[src/rtl/d_grf_sb.sv]
// Register file with write-through read ports and a per-register pending-write
// scoreboard that D-stage hazard logic uses to stall on in-flight producers.

module d_grf_sb_rdport #(
  parameter int DATA_W   = 32,
  parameter int ADDR_W   = 5,
  parameter int CNT_W    = 2,
  parameter int ZERO_REG = 1
) (
  input  logic [ADDR_W-1:0]                          addr_i,
  input  logic [(1<<ADDR_W)-1:0][DATA_W-1:0]         regs_i,
  input  logic [(1<<ADDR_W)-1:0][CNT_W-1:0]          cnt_i,
  input  logic                                       we_i,
  input  logic                                       clr_i,
  input  logic [ADDR_W-1:0]                          wa_i,
  input  logic [DATA_W-1:0]                          wd_i,
  output logic [DATA_W-1:0]                          data_o,
  output logic                                       busy_o
);
  logic              zero, hit, ret;
  logic [CNT_W-1:0]  cnt_r, left;

  assign zero  = (ZERO_REG != 0) && (addr_i == '0);
  assign hit   = (addr_i == wa_i);
  assign cnt_r = cnt_i[addr_i];
  // A retirement landing this cycle already hides the producer, matching the bypassed data.
  assign ret   = clr_i && hit && (cnt_r != '0);
  assign left  = cnt_r - CNT_W'(ret);

  assign busy_o = !zero && (left != '0);
  assign data_o = zero ? '0 : ((we_i && hit) ? wd_i : regs_i[addr_i]);
endmodule

module d_grf_sb #(
  parameter int DATA_W   = 32,
  parameter int ADDR_W   = 5,
  parameter int NUM_RD   = 2,
  parameter int CNT_W    = 2,
  parameter int ZERO_REG = 1
) (
  input  logic                       clk_i,
  input  logic                       reset_i,
  input  logic [NUM_RD*ADDR_W-1:0]   rd_addr_i,
  output logic [NUM_RD*DATA_W-1:0]   rd_data_o,
  output logic [NUM_RD-1:0]          rd_busy_o,
  input  logic                       we_i,
  input  logic [ADDR_W-1:0]          wa_i,
  input  logic [DATA_W-1:0]          wd_i,
  input  logic                       wb_clr_i,
  input  logic                       mark_en_i,
  input  logic [ADDR_W-1:0]          mark_addr_i,
  input  logic                       flush_i,
  output logic [1:0]                 err_o
);
  localparam int               DEPTH = 1 << ADDR_W;
  localparam bit               ZR    = (ZERO_REG != 0);
  localparam logic [CNT_W-1:0] CMAX  = '1;

  logic [DEPTH-1:0][DATA_W-1:0] regs_q;
  logic [DEPTH-1:0][CNT_W-1:0]  cnt_q, cnt_d;
  logic [1:0]                   err_q, err_d;
  logic                         wr_en, clr_eff, ovf, unf, inc, dec;

  // Reset held low masks the bypass and retirement paths so reads stay at zero.
  assign wr_en   = we_i && reset_i && !(ZR && (wa_i == '0));
  assign clr_eff = wb_clr_i && reset_i;

  for (genvar i = 0; i < NUM_RD; i++) begin : g_rd
    d_grf_sb_rdport #(
      .DATA_W(DATA_W), .ADDR_W(ADDR_W), .CNT_W(CNT_W), .ZERO_REG(ZERO_REG)
    ) u_rd (
      .addr_i (rd_addr_i[i*ADDR_W +: ADDR_W]),
      .regs_i (regs_q),
      .cnt_i  (cnt_q),
      .we_i   (wr_en),
      .clr_i  (clr_eff),
      .wa_i   (wa_i),
      .wd_i   (wd_i),
      .data_o (rd_data_o[i*DATA_W +: DATA_W]),
      .busy_o (rd_busy_o[i])
    );
  end

  always_comb begin
    cnt_d = cnt_q;
    ovf   = 1'b0;
    unf   = 1'b0;
    inc   = 1'b0;
    dec   = 1'b0;
    if (flush_i) begin
      cnt_d = '0;
    end else begin
      for (int r = 0; r < DEPTH; r++) begin
        inc = mark_en_i && (mark_addr_i == ADDR_W'(r));
        dec = wb_clr_i  && (wa_i        == ADDR_W'(r));
        if (!(ZR && r == 0)) begin
          if (inc && !dec) begin
            if (cnt_q[r] == CMAX) ovf = 1'b1;
            else                  cnt_d[r] = cnt_q[r] + 1'b1;
          end else if (dec && !inc) begin
            if (cnt_q[r] == '0)   unf = 1'b1;
            else                  cnt_d[r] = cnt_q[r] - 1'b1;
          end
        end
      end
    end
    err_d = err_q | {unf, ovf};
  end

  always_ff @(posedge clk_i or negedge reset_i) begin
    if (!reset_i) begin
      regs_q <= '0;
      cnt_q  <= '0;
      err_q  <= '0;
    end else begin
      cnt_q <= cnt_d;
      err_q <= err_d;
      if (wr_en) regs_q[wa_i] <= wd_i;
    end
  end

  assign err_o = err_q;
endmodule

[config.mk]
export PLATFORM = sky130hd
export DESIGN_NAME = d_grf_sb
export DESIGN_NICKNAME = d
export VERILOG_FILES = /design/src/rtl/d_grf_sb.sv
export SDC_FILE = /design/constraint.sdc
export NUM_CORES = 2
export LEC_CHECK = 0
export BUFFER_PORTS_ARGS = -buffer_cell sky130_fd_sc_hd__buf_2
export CAP_MARGIN = 20
export CORE_ASPECT_RATIO = 0.8
export CORE_MARGIN = 4
export CORE_UTILIZATION = 50
export DETAILED_ROUTE_END_ITERATION = 8
export GPL_TIMING_DRIVEN = 0
export PLACE_DENSITY_LB_ADDON = 0.08
export SYNTH_ARGS = -nofsm -noshare
export SYNTH_HDL_FRONTEND = slang
export SYNTH_HIERARCHICAL = 1
export SYNTH_SLANG_ARGS = --single-unit
export TNS_END_PERCENT = 100
[constraint.sdc]
create_clock -name clk_i -period 7.25 [get_ports clk_i]
set_clock_uncertainty 0.1 [all_clocks]
set_input_delay 1.8125 -clock clk_i [delete_from_list [all_inputs] [get_ports clk_i]]
set_output_delay 1.8125 -clock clk_i [all_outputs]
set_load 0.01 [all_outputs]
; ---- Yosys cells after proc, flatten, opt, wreduce, memory -nomap -nowiden
; Cells that the tools add are included.
[word_totals]
input_bits = 58
regBits = 1088
output_inout_bits = 68
elab_cells = 921
[classes]
n_mux = 330
order_cmp = 4
bitwise_logic = 1
addsub = 64
n_eq_ne = 157
n_reduce_logical = 301
[op_table]
columns = op, n
row1 = bitwise mux 1024 bit, 1
row2 = binary-select mux 32 bit (select 5 bit), 2
row3 = two-way mux 2 bit, 126
row4 = two-way mux 32 bit, 7
row5 = two-way mux 1 bit, 190
row6 = != test 3 bit (second input constant), 62
row7 = demux 32 bit (select 5 bit), 1
row8 = == test 5 bit (second input constant), 32
row9 = logical AND 1 bit, 136
row10 = AND reduction 3 bit, 31
row11 = nonzero test 3 bit, 31
row12 = == test 5 x 4 -> 1 bit (second input constant), 16
row13 = zero test 1 bit, 65
row14 = adder 2 x 1 -> 2 bit (second input constant), 31
row15 = == test 2 bit (second input constant), 31
row16 = zero test 2 bit, 31
row17 = two-way mux 62 bit, 1
row18 = subtractor 2 x 1 -> 2 bit (second input constant), 31
row19 = == test 5 x 3 -> 1 bit (second input constant), 8
row20 = binary-select mux 2 bit (select 5 bit), 2
row21 = == test 5 x 2 -> 1 bit (second input constant), 4
row22 = less-than comparator 5 x 6 -> 1 bit (second input constant), 3
row23 = zero test 5 bit, 3
row24 = == test 5 x 1 -> 1 bit (second input constant), 2
row25 = 5 further kinds, 10

; ---- Longest topological paths before layout
[logic_depth]
depth_word = 113
depth_mapped = 10
mapped_depth_nobuf = 8

; ---- By module
; The synthesis kept the hierarchy.
[modules_own_cells]
columns = mod, cells_each, area_each_um2, n_inst, seq_area_each_um2
row1 = d_grf_sb, 2911, 42683.4, 1, 27226.1
row2 = d_grf_sb_rdport, 721, 9059.9, 2, 0.0

; ---- Least setup slack after synthesis
; Ideal clock, no wire load.
[synth_timing]
path_kind = input to output
startpoint = input port rd_addr_i[0]
endpoint = output port rd_data_o[10]
path_buffers = 3
required_time_ns = 5.338
setup_slack_ns = 1.826
arrival_time_ns = 3.512
path_stages = 7
cell_sequence = buf_6 > buf_4 > buf_2 > mux4_2 > a22oi_1 > nand2_1 > a221o_1
[synth_between]
elab_chain_cells = 4
word_cells_on_any_way = 7
classes_between = eq/ne (1) / mux (4) / reduce/logical (2)
[synth_rtl]
columns = element, line_no
row1 = from (decl), 43  ; input logic [NUM_RD*ADDR_W-1:0] rd_addr_i,
row2 = binary-select mux 32 bit (select 5 bit) / == test 5 bit (equally long branches), "31, 24"
row3 = two-way mux 32 bit (implied by the code) / logical AND 1 bit (equally long branches), 31  ; assign data_o = zero ? '0 : ((we_i && hit) ? wd_i : regs_i[addr_i]);
row4 = two-way mux 32 bit, 31
row5 = two-way mux 32 bit (*), 31
row6 = to (decl), 44  ; output logic [NUM_RD*DATA_W-1:0] rd_data_o,
; Every way passes the cells marked *; elsewhere a longest branch is shown, timed or not. The select of a mux whose other input is x is not followed.

; ---- Worst setup path after layout
[layout_timing]
startpoint = input port rd_addr_i[7]
endpoint = output port rd_data_o[39]
; The elaborated chain is that of the path after synthesis.

==> run_results.csv <==
group,metric,value,unit
pwr,power_per_cell_area,247,nW/um^2
run_status,status,"finished with violations",
worst_setup_path,start_kind,"input pin",
yosys,yosys.area.top_type,"dfrtp_1",
final_layout,regArea,27200,sq um
die,die_height,320,microns
pwr,switchingPower,4810,uW
yosys,synthTopCellsByArea,"dfrtp_1, mux4_2, mux2_2",
final_layout,finalInstanceArea,68000,sq um
final_layout,multi_input_area,31400,sq um
yosys,synth_xor_area_share,0.144,%
die,fp-row-count,114,
die,io_pins,126,
clock_tree,cts_sinks,1088,
clock_tree,post_cts_buffers,0,
global_route,grt_pass1_vias,44091,
yosys,synth_top_area_share,44.8,%
worst_setup_path,endpoint_kind,"output pin",
routing,routed-via-count,47078,
timing,hold_viol_final,0,
pwr,p_int,12000,uW
timing,rsz0062_at_grt,"no",
flow_run,max-cap-violations,0,
routing,wl_per_cell,42.6,microns
final_layout,drive_above_1_share,45.0,%
timing,setup_violations,28,
routing,drc_errors,0,
yosys,ys_warn_count,6,
place,dp_hpwl,182000,microns
timing,period_minus_slack,7470,ps
pwr,power_frac_seq,43.8,%
clock_tree,clk_pin_slew_worst_paths,60,ps
die,die_area,127000,sq um
pwr,ir_worst_vdd,224,uV
place,place_congestion,0.998,
worst_hold_path,hold_depth,1,
pwr,sw_frac_of_total,28.6,%
global_route,grt_max_degree,159,
global_route,antenna_found_initial,17,
worst_setup_path,rrSetupSlack,4970,ps
clock_tree,clk_latency,770,ps
clock_tree,h-tree-depth,3,
yosys,ys_seq_area_share,44.8,%
worst_setup_path,worstReg2RegStart,"cnt_q[20]",
routing,wirelength,271000,microns
yosys,synth_edf_count,0,
timing,max_freq,0.134,GHz
clock_tree,cts_buffers,117,
worst_setup_path,reg2reg_depth,5,
yosys,syn_inst,4353,
pwr,p_clk_share,37.7,%
run_status,violations,"negative setup slack",
clock_tree,tritoncts,"yes",
routing,ant_nets,0,
yosys,synth_top_family_by_area,"multiplexers",
routing,drt_iter0_markers,8255,
timing,fin_tns_setup,-3220,ps
timing,fin_crit_sh,103,%
yosys,synth.top_cells.by_count,"dfrtp_1, mux2_2, mux4_2, clkbuf_1, buf_2",
timing,fin_ws,-223,ps
worst_hold_path,hp-class,"flop to flop",
worst_setup_path,worstPathArrival,5560,ps
place,io_buffers,119,
final_layout,fillCellCount,9939,
routing,drt-pass1-iter-count,9,
worst_setup_path,required,5340,ps
global_route,grt_pass1_wl,365000,microns
yosys,synth_ff_type,"dfrtp_1",
yosys,synth_fa_ha_area_share,0,%
clock_tree,cts_max_path_buffers,3,
die,fp.dieW,398,microns
pwr,comb_power_share,18.5,%
pwr,leakagePower,0.0300,uW
yosys,ys_types,71,
routing,via_per_inst,7.42,
timing,drv_slew,0,
yosys,syn_avg_cell_area,14.0,sq um
worst_hold_path,hold_end,"regs_q[23]",
worst_setup_path,path_class,"input pin to output pin",
yosys,ys_async_sr_fraction,100,%
final_layout,syn_to_final_growth,11.9,%
die,core-area,121000,sq um
yosys,synth_compound_area_share,6.35,%
pwr,p_total,16800,uW
timing,worst_hold_slack,373,ps
worst_setup_path,r2r-end,"err_o[1]",
final_layout,nNetsFinal,4682,
yosys,ys_ff_latch,1088,
place,post_dp_cell_area,64000,sq um
worst_setup_path,cp_max_fo,10,
worst_hold_path,hp-start,"regs_q[23]",
yosys,synthMostInstantiatedCell,"dfrtp_1",
global_route,grt_remaining_overflow,0,
global_route,grt_util_all_layers,42.1,%
timing,slew_headroom,7.85,%
yosys,syn_area,60800,sq um
yosys,yosys.area_share.simple,5.22,%
timing,worst_pin_slew,1380,ps
clock_tree,root_buffer,"clkbuf_16",
yosys,muxShareOfSynthArea,39.8,%
die,initial_core_util,50.3,%
[cell families (layout without fill, tap and decap cells)]
family,count (synthesis),count (layout)
xor gates and xnor gates,10,10
muxes,1636,1636
DFF,1088,1088
AOI/OAI and AO/OA,561,561
and+or+nand+nor,592,592
buffers and inverters,465,823
other,1,13
[power by group through the flow]
stage	sequential (uW)	clock [uW]	combinational, uW
after global routing	7440	6580	3220
after detailed placement	7430	0	3010
after floorplan	7250	0	2010
after CTS	7330	6340	3020
after global placement	7400	0	2930
final	7360	6330	3120
[state kept, by name (all words and copies together), names as in the netlist]
name,cells
cnt_q,62
regs_q,1024
err_o,2
[worst max path at each step]
stage / slack [ps] / startpoint / cells past startpoint / end
2_1_floorplan: 1830 / rd_addr_i[0] / 7 / rd_data_o[10]
6_report: -220 / rd_addr_i[7] / 9 / rd_data_o[39]
4_1_cts: 20 / reset_i / 10 / rd_data_o[44]
5_1_grt: 0.07 / rd_addr_i[9] / 9 / rd_data_o[50]
3_5_place_dp: -530 / reset_i / 10 / rd_data_o[50]
3_3_place_gp: -22810 / reset_i / 4 / regs_q[149]
[cell type report]
type | count | share of cell area [%]
sequential | 1088 | 40.0
tap | 1624 | 2.99
multi-input combinational | 2803 | 46.1
clock inverter | 42 | 0.793
buffer | 452 | 3.24
antenna | 9 | 0.0331
clock buffer | 167 | 5.02
timing repair buffer | 149 | 1.69
inverter | 13 | 0.0717
[cell usage in the layout, fill, tap and decap left out, types with 91 or more instances in the layout]
cell / netlist / final
nor2_1: 131 / 129
a211oi_1: 91 / 91
a21oi_1: 133 / 133
mux2_2: 956 / 956
mux2i_1: 114 / 114
buf_2: 197 / 317
clkbuf_16: 0 / 119
clkbuf_1: 207 / 213
nand2_1: 125 / 125
mux4_2: 528 / 528
a22oi_1: 110 / 110
dfrtp_1: 1088 / 1088
[what timing repair did]
| action | 4_1_cts | 5_1_grt |
|---|---|---|
| gates resized for setup | 11 | 1 |
| setup endpoints to repair | 33 | 44 |
| cloned | 0 | 1 |
| hold buffers | 0 | 0 |
[layer usage]
layer  vias to the layer above  wire length (microns)  share of wire [%]  GRT usage, %
li1                      17469                      -                  -             -
met1                     24856                 102000                 38          57.7
met2                      3944                 108000                 40          56.1
met3                       797                  44100                 16          20.5
met4                        12                  15700                5.8          19.3
met5                         -                    525               0.19          1.93
[stage by stage]
stage               cells  utilization (%)  worst slack [ps]
CTS                  6335             56.3              20.2
global route         6338             56.3            0.0702
detailed placement   6126             53.0              -526
floorplan            4356                -              1830
global placement     6099             52.5            -22810
finish               6347             56.3              -223
[critical path, stage by stage]
cell,delay (ps)
buf_2,270
buf_2,600
buf_2,680
nor2_1,310
clkbuf_1,620
a22oi_1,470
a21oi_1,120
a221o_1,440
buf_2,200
Note: power is estimated with default switching activity, not from simulation.
